### src/rtl/uart_tx_periph.sv
// Memory-mapped 8N1 UART transmitter: bus slave with TX FIFO, programmable
// baud divider and a frame FSM driving uart_tx_o.
module uart_tx_periph #(
  parameter int unsigned FifoDepth      = 8,
  parameter int unsigned BaudDivDefault = 217,
  parameter logic [31:0] BaseAddrMask   = 32'h0000_000F
) (
  input  logic        clk_sys,
  input  logic        rst_sys_n,
  input  logic        req_i,
  output logic        gnt_o,
  output logic        rvalid_o,
  input  logic        we_i,
  input  logic [3:0]  be_i,
  input  logic [31:0] addr_i,
  input  logic [31:0] wdata_i,
  output logic [31:0] rdata_o,
  output logic        uart_tx_o,
  output logic        tx_idle_o
);

  localparam int unsigned     PtrW      = $clog2(FifoDepth);
  localparam int unsigned     CntW      = PtrW + 1;
  localparam logic [CntW-1:0] FullCount = CntW'(FifoDepth);
  localparam logic [15:0]     MinDiv    = 16'd2;
  localparam logic [15:0]     ResetDiv  = 16'(BaudDivDefault);

  typedef enum logic [1:0] {
    IDLE  = 2'd0,
    START = 2'd1,
    DATA  = 2'd2,
    STOP  = 2'd3
  } state_e;

  typedef enum logic [1:0] {
    REG_TXDATA = 2'd0,
    REG_STATUS = 2'd1,
    REG_BAUD   = 2'd2,
    REG_RSVD   = 2'd3
  } reg_e;

  // Address decode
  logic [31:0] offset;
  reg_e        reg_sel;
  logic        wr_txdata;
  logic        wr_status_clr;
  logic        wr_baud;

  assign offset        = addr_i & BaseAddrMask;
  assign reg_sel       = reg_e'(offset[3:2]);
  assign wr_txdata     = req_i && we_i && (reg_sel == REG_TXDATA) && be_i[0];
  assign wr_status_clr = req_i && we_i && (reg_sel == REG_STATUS) && be_i[0] && wdata_i[3];
  assign wr_baud       = req_i && we_i && (reg_sel == REG_BAUD);

  // State registers
  state_e          state_q;
  logic            tx_q;
  logic [7:0]      shift_q;
  logic [15:0]     bit_cnt_q;
  logic [2:0]      bit_idx_q;
  logic [15:0]     div_q;

  logic            rvalid_q;
  logic [31:0]     rdata_q, rdata_d;
  logic [15:0]     baud_div_q, baud_div_d;
  logic            overflow_q, overflow_d;
  logic [PtrW-1:0] wr_ptr_q, wr_ptr_d;
  logic [PtrW-1:0] rd_ptr_q, rd_ptr_d;
  logic [CntW-1:0] count_q, count_d;

  logic [7:0]      fifo_mem [FifoDepth];
  logic [7:0]      fifo_rdata;
  logic            fifo_full, fifo_empty;
  logic            push, pop, busy;
  logic [15:0]     div_eff;

  assign fifo_full  = (count_q == FullCount);
  assign fifo_empty = (count_q == '0);
  assign fifo_rdata = fifo_mem[rd_ptr_q];
  assign busy       = (state_q != IDLE);
  assign div_eff    = (baud_div_q < MinDiv) ? MinDiv : baud_div_q;

  // The FSM pops when idle, or at the last cycle of a stop bit for back-to-back frames.
  assign pop  = !fifo_empty &&
                ((state_q == IDLE) || ((state_q == STOP) && (bit_cnt_q == '0)));
  assign push = wr_txdata && (!fifo_full || pop);

  always_comb begin
    // NOTE: every comb output gets a default first so no path leaves it unassigned (no latch).
    rdata_d    = '0;
    baud_div_d = baud_div_q;
    overflow_d = overflow_q;
    wr_ptr_d   = wr_ptr_q;
    rd_ptr_d   = rd_ptr_q;
    count_d    = count_q;

    if (req_i && !we_i) begin
      unique case (reg_sel)
        REG_STATUS: rdata_d = {28'd0, overflow_q, busy, fifo_empty, fifo_full};
        REG_BAUD:   rdata_d = {16'd0, baud_div_q};
        default:    rdata_d = '0;
      endcase
    end

    if (wr_baud) begin
      if (be_i[0]) baud_div_d[7:0]  = wdata_i[7:0];
      if (be_i[1]) baud_div_d[15:8] = wdata_i[15:8];
    end

    if (wr_txdata && fifo_full && !pop) begin
      overflow_d = 1'b1;
    end else if (wr_status_clr) begin
      overflow_d = 1'b0;
    end

    if (push) wr_ptr_d = wr_ptr_q + 1'b1;
    if (pop)  rd_ptr_d = rd_ptr_q + 1'b1;

    unique case ({push, pop})
      2'b10:   count_d = count_q + 1'b1;
      2'b01:   count_d = count_q - 1'b1;
      default: count_d = count_q;
    endcase
  end

  // NOTE: FIFO storage has no reset; only entries covered by count_q are ever read.
  always_ff @(posedge clk_sys) begin
    if (push) fifo_mem[wr_ptr_q] <= wdata_i[7:0];
  end

  // NOTE: sequential state uses non-blocking assignments so all registers update together.
  always_ff @(posedge clk_sys or negedge rst_sys_n) begin
    if (!rst_sys_n) begin
      rvalid_q   <= 1'b0;
      rdata_q    <= '0;
      baud_div_q <= ResetDiv;
      overflow_q <= 1'b0;
      wr_ptr_q   <= '0;
      rd_ptr_q   <= '0;
      count_q    <= '0;
    end else begin
      rvalid_q   <= req_i;
      rdata_q    <= rdata_d;
      baud_div_q <= baud_div_d;
      overflow_q <= overflow_d;
      wr_ptr_q   <= wr_ptr_d;
      rd_ptr_q   <= rd_ptr_d;
      count_q    <= count_d;
    end
  end

  // Frame FSM; the divisor is captured at each pop so BAUD_DIV writes affect the next frame.
  always_ff @(posedge clk_sys or negedge rst_sys_n) begin
    if (!rst_sys_n) begin
      state_q   <= IDLE;
      tx_q      <= 1'b1;
      shift_q   <= '0;
      bit_cnt_q <= '0;
      bit_idx_q <= '0;
      div_q     <= MinDiv;
    end else begin
      unique case (state_q)
        IDLE: begin
          if (pop) begin
            shift_q   <= fifo_rdata;
            div_q     <= div_eff;
            bit_cnt_q <= div_eff - 16'd1;
            tx_q      <= 1'b0;
            state_q   <= START;
          end
        end
        START: begin
          if (bit_cnt_q == '0) begin
            bit_cnt_q <= div_q - 16'd1;
            bit_idx_q <= '0;
            tx_q      <= shift_q[0];
            state_q   <= DATA;
          end else begin
            bit_cnt_q <= bit_cnt_q - 16'd1;
          end
        end
        DATA: begin
          if (bit_cnt_q == '0) begin
            bit_cnt_q <= div_q - 16'd1;
            if (bit_idx_q == 3'd7) begin
              tx_q    <= 1'b1;
              state_q <= STOP;
            end else begin
              bit_idx_q <= bit_idx_q + 3'd1;
              shift_q   <= shift_q >> 1;
              tx_q      <= shift_q[1];
            end
          end else begin
            bit_cnt_q <= bit_cnt_q - 16'd1;
          end
        end
        STOP: begin
          if (bit_cnt_q == '0) begin
            if (pop) begin
              shift_q   <= fifo_rdata;
              div_q     <= div_eff;
              bit_cnt_q <= div_eff - 16'd1;
              tx_q      <= 1'b0;
              state_q   <= START;
            end else begin
              state_q <= IDLE;
            end
          end else begin
            bit_cnt_q <= bit_cnt_q - 16'd1;
          end
        end
        default: state_q <= IDLE;
      endcase
    end
  end

  assign gnt_o     = req_i;
  assign rvalid_o  = rvalid_q;
  assign rdata_o   = rdata_q;
  assign uart_tx_o = tx_q;
  assign tx_idle_o = fifo_empty && (state_q == IDLE);

  logic unused_bits;
  assign unused_bits = ^{offset[31:4], offset[1:0], wdata_i[31:16], be_i[3:2]};

endmodule

### config.mk
export PLATFORM = sky130hd
export DESIGN_NAME = uart_tx_periph
export DESIGN_NICKNAME = d
export VERILOG_FILES = /design/src/rtl/uart_tx_periph.sv
export SDC_FILE = /design/constraint.sdc
export NUM_CORES = 1
export LEC_CHECK = 0
export CORE_UTILIZATION = 30
export DETAILED_ROUTE_END_ITERATION = 10
export HOLD_SLACK_MARGIN = 0.05
export MAX_ROUTING_LAYER = met4
export PLACE_DENSITY = 0.52
export SYNTH_ARGS = -nofsm -noshare
export SYNTH_HDL_FRONTEND = slang
export SYNTH_SLANG_ARGS = --single-unit
### constraint.sdc
create_clock -name clk_sys -period 9.4 [get_ports clk_sys]
set_clock_uncertainty 0.1 [all_clocks]
set_input_delay 0.94 -clock clk_sys [delete_from_list [all_inputs] [get_ports clk_sys]]
set_output_delay 0.94 -clock clk_sys [all_outputs]
set_load 0.01 [all_outputs]
==> parameters.txt <==
Parameter                              Value

Finish
  Synth-to-Final Area Change    16.7%
  Final core area utilization    36.0%
  Final #Nets    ~760
  Share of final-layout standard cells stronger than drive strength 1    18.0%
  ANT cells    0

Power
  Clock share of power    between 20% and 30%
  Cell-internal power    approximately 1.7 mW
  Switching portion of total power    39.7%
  Total power after layout    between 2 and 3 mW
  Peak supply drop    around 0.00014 V
  Portion of total power attributed to sequential cells    a little over a third
  Combinational share of power    38.5%
  Psw    1.12 mW
  Static leakage power    between 3 and 4 nW
  Power Dens Cells    a little over 300 mW/mm^2

Timing
  Setup repair after global routing missed its margin    no
  Maximum clock frequency    around 270 MHz
  Worst slew pin tran    between 1 and 1.5 ns
  Final critical-path required period    approximately 3.7 ns
  Endpoints failing setup    0
  Minimum setup slack in the final design    5.68 ns
  Accumulated negative setup slack    0 ns
  Slew margin rel.    roughly 16%
  Pins over their slew limit    0
  Number of hold violations in the final report    0
  Post-Route Hold Slack    roughly 0.23 ns
  Period utilisation layout    39.6%

Outcome
  Outcome    completed

Global routing
  Initial antenna violation count    0
  Total GRT Usage    around 15%
  First-pass GRT wire length    29900 microns
  Pin count of the biggest net entering global routing    slightly above 80
  Overflow after GRT    0
  Vias in the first global route    5245

Critical path
  Worst Path Required    9.64 ns
  Ordered list of cells on the worst path    or4_1 -> nand4bb_1 -> o21ai_0 -> ha_1 -> nor3b_1 -> nand4_1 -> xnor2_1 -> mux2i_1 -> o221ai_1
  Maximum fanout along the worst path    6
  Class of the most critical setup path    flop to flop
  CP endpoint kind    flop
  Worst setup SP type    flop
  Stage delay of the slowest cell on the critical path    roughly 0.61 ns
  Data arrival at the endpoint of the critical path    3.96 ns
  Worst-path cell with the longest stage delay    sky130_fd_sc_hd__or4_1

Yosys
  Post-synthesis instance total    about 630
  Cell area after synthesis    a little under 0.008 sq mm
  Mean Syn Cell Area    12.5 sq um
  List of most frequent post-synthesis cells    sky130_fd_sc_hd__dfrtp_1 (83), sky130_fd_sc_hd__edfxtp_1 (64), sky130_fd_sc_hd__mux2_2 (41), sky130_fd_sc_hd__nor2_1 (35), sky130_fd_sc_hd__nand2_1 (34)
  Top post-synthesis cells by area    sky130_fd_sc_hd__dfrtp_1 (26%), sky130_fd_sc_hd__edfxtp_1 (25%), sky130_fd_sc_hd__mux2_2 (5.9%)
  Proportion of synthesized chip area in sequential cells    53.3%
  Area leader, netlist    sky130_fd_sc_hd__dfrtp_1
  Share of flip-flops with an asynchronous set or reset    58.4%
  Number of enable-type register cells in the synthesized netlist    64
  Most frequent cell after synthesis    sky130_fd_sc_hd__dfrtp_1
  Number of library cell types mapped by synthesis    71
  FF+latch count, synth    154
  Total of warnings raised by yosys    0
  Share of the synthesized area in the top cell type    26.5%
  Leading register cell type out of synthesis    sky130_fd_sc_hd__dfrtp_1

Clock network
  Resize count post-CTS    0
  CTS Sinks    ~150
  Clock-pin transition on the worst setup and hold timing paths    about 0.070 ns
  Maximum level of the CTS H-tree    4
  CTS buffer count    17
  Number of hold buffers added after CTS    0
  TritonCTS clock tree    yes
  Worst skew pair latency    0.43 ns
  Number of setup buffers added after CTS    0
  Clk buf depth    2
  Clock root buffer    sky130_fd_sc_hd__clkbuf_16

Floorplanning
  Number of rows in the core area    58
  Die area    0.0268 sq mm
  Number of I/O pins    around 110
  Placeable core area    around 0.025 sq mm
  Overall die width    about 160 microns
  Die outline height    between 150 and 200 microns
  Initial core utilization    between 30% and 40%

Detailed routing
  Remaining number of nets flagged by the antenna check after routing    0
  Wire length after detailed routing    approximately 18000 microns
  Post-route DRC violation count    0
  Number of vias in the routed layout    approximately 5200
  Drt first pass iters    4
  Iter 0 DRT Violations    369
  Average routed wire per standard cell    between 15 and 20 microns
  Via-to-Cell Ratio    5.14

Placement
  Detailed-placement wirelength estimate    between 10000 and 15000 microns
  Post-place setup slack    around 5.7 ns
  Last weighted congestion value of the routability-driven placer    between 0.8 and 0.9
  I/O Buffers    43

Hold path
  Hold Path Class    input pin to asynchronous set/reset pin

Job
  Max capacitance violation total    0
==> flip-flops by register name, summed over array words and instances, names as in the netlist, 2 cells and up <==
signal	cells
rdata_o	16
bit_idx_q	3
bit_cnt_q	16
rd_ptr_q	3
count_q	4
fifo_mem	64
baud_div_q	16
shift_q	8
div_q	16
wr_ptr_q	3
state_q	2
==> power by group through the flow <==
stage / combinational, mW / clock (mW) / sequential, mW
3_3_place_gp: 1.06 / 0 / 1.03
3_5_place_dp: 1.08 / 0 / 1.04
2_1_floorplan: 0.890 / 0 / 0.958
5_1_grt: 1.21 / 0.746 / 1.05
4_1_cts: 1.09 / 0.721 / 1.03
6_report: 1.09 / 0.706 / 1.03
==> stage by stage <==
stage	instances	cell area, sq um
2_1_floorplan	644	7900
3_3_place_gp	982	8520
3_5_place_dp	982	8520
4_1_cts	1014	9160
5_1_grt	1014	9160
6_report	1014	9160
==> path summary, 6_finish.rpt <==
| path | start | end | slack, ns | depth (start not counted) |
|---|---|---|---|---|
| max in group asynchronous | rst_sys_n | shift_q[2]$_DFFE_PN0P_ | 7.70 | 2 |
| max reg2reg | baud_div_q[14]$_DFFE_PN0P_ | bit_cnt_q[12]$_DFF_PN0_ | 5.68 | 9 |
| max | baud_div_q[14]$_DFFE_PN0P_ | bit_cnt_q[12]$_DFF_PN0_ | 5.68 | 9 |
| min | rst_sys_n | baud_div_q[5]$_DFFE_PN0P_ | 0.23 | 1 |
| min reg2reg | shift_q[0]$_DFFE_PN0P_ | shift_q[0]$_DFFE_PN0P_ | 0.40 | 1 |
| min in group clk_sys | shift_q[0]$_DFFE_PN0P_ | shift_q[0]$_DFFE_PN0P_ | 0.40 | 1 |
==> critical path, delay by kind of cell, from the launching register on <==
| family | cells | cell delay (ns) |
|---|---|---|
| xor+xnor | 1 | 0.34 |
| simple gates | 4 | 1.55 |
| mux | 1 | 0.13 |
| compound gates | 2 | 0.70 |
| fa+ha+maj | 1 | 0.34 |
| flops | 1 | 0.48 |
==> cell type report <==
class / count / area, sq um
fill: 2441 / 16200
sequential: 154 / 4180
multi-input combinational: 427 / 3360
timing repair buffer: 52 / 495
clock buffer: 17 / 425
tap: 330 / 413
clock inverter: 15 / 206
inverter: 19 / 71.3
==> kinds of logic after synthesis <==
group | share of synthesized area [%]
adders and majority gates | 2.97
AOI/OAI and AO/OA | 8.76
buffers and inverters | 4.53
other | 0.0478
and+or+nand+nor | 12.8
DFF | 53.3
muxes | 13.3
xor gates and xnor gates | 4.35
==> layer usage <==
layer	global-route usage [%]	wire [microns]	up-vias
li1	-	-	2413
met1	21.4	9210	2664
met2	22.1	8380	126
met3	2.32	684	12
met4	4.25	189	0
met5	-	0	-
==> layout by cell type (no fill, tap or decap), types with 18 or more instances in the layout <==
cell / instances
sky130_fd_sc_hd__xnor2_1: 32
sky130_fd_sc_hd__mux2_2: 41
sky130_fd_sc_hd__mux2i_1: 18
sky130_fd_sc_hd__edfxtp_1: 64
sky130_fd_sc_hd__inv_1: 19
sky130_fd_sc_hd__nor3_1: 25
sky130_fd_sc_hd__nor2_1: 35
sky130_fd_sc_hd__dfrtp_1: 83
sky130_fd_sc_hd__nand2_1: 34
sky130_fd_sc_hd__clkdlybuf4s50_1: 42
sky130_fd_sc_hd__o21ai_0: 19
Note: power is estimated with default switching activity, not from simulation.
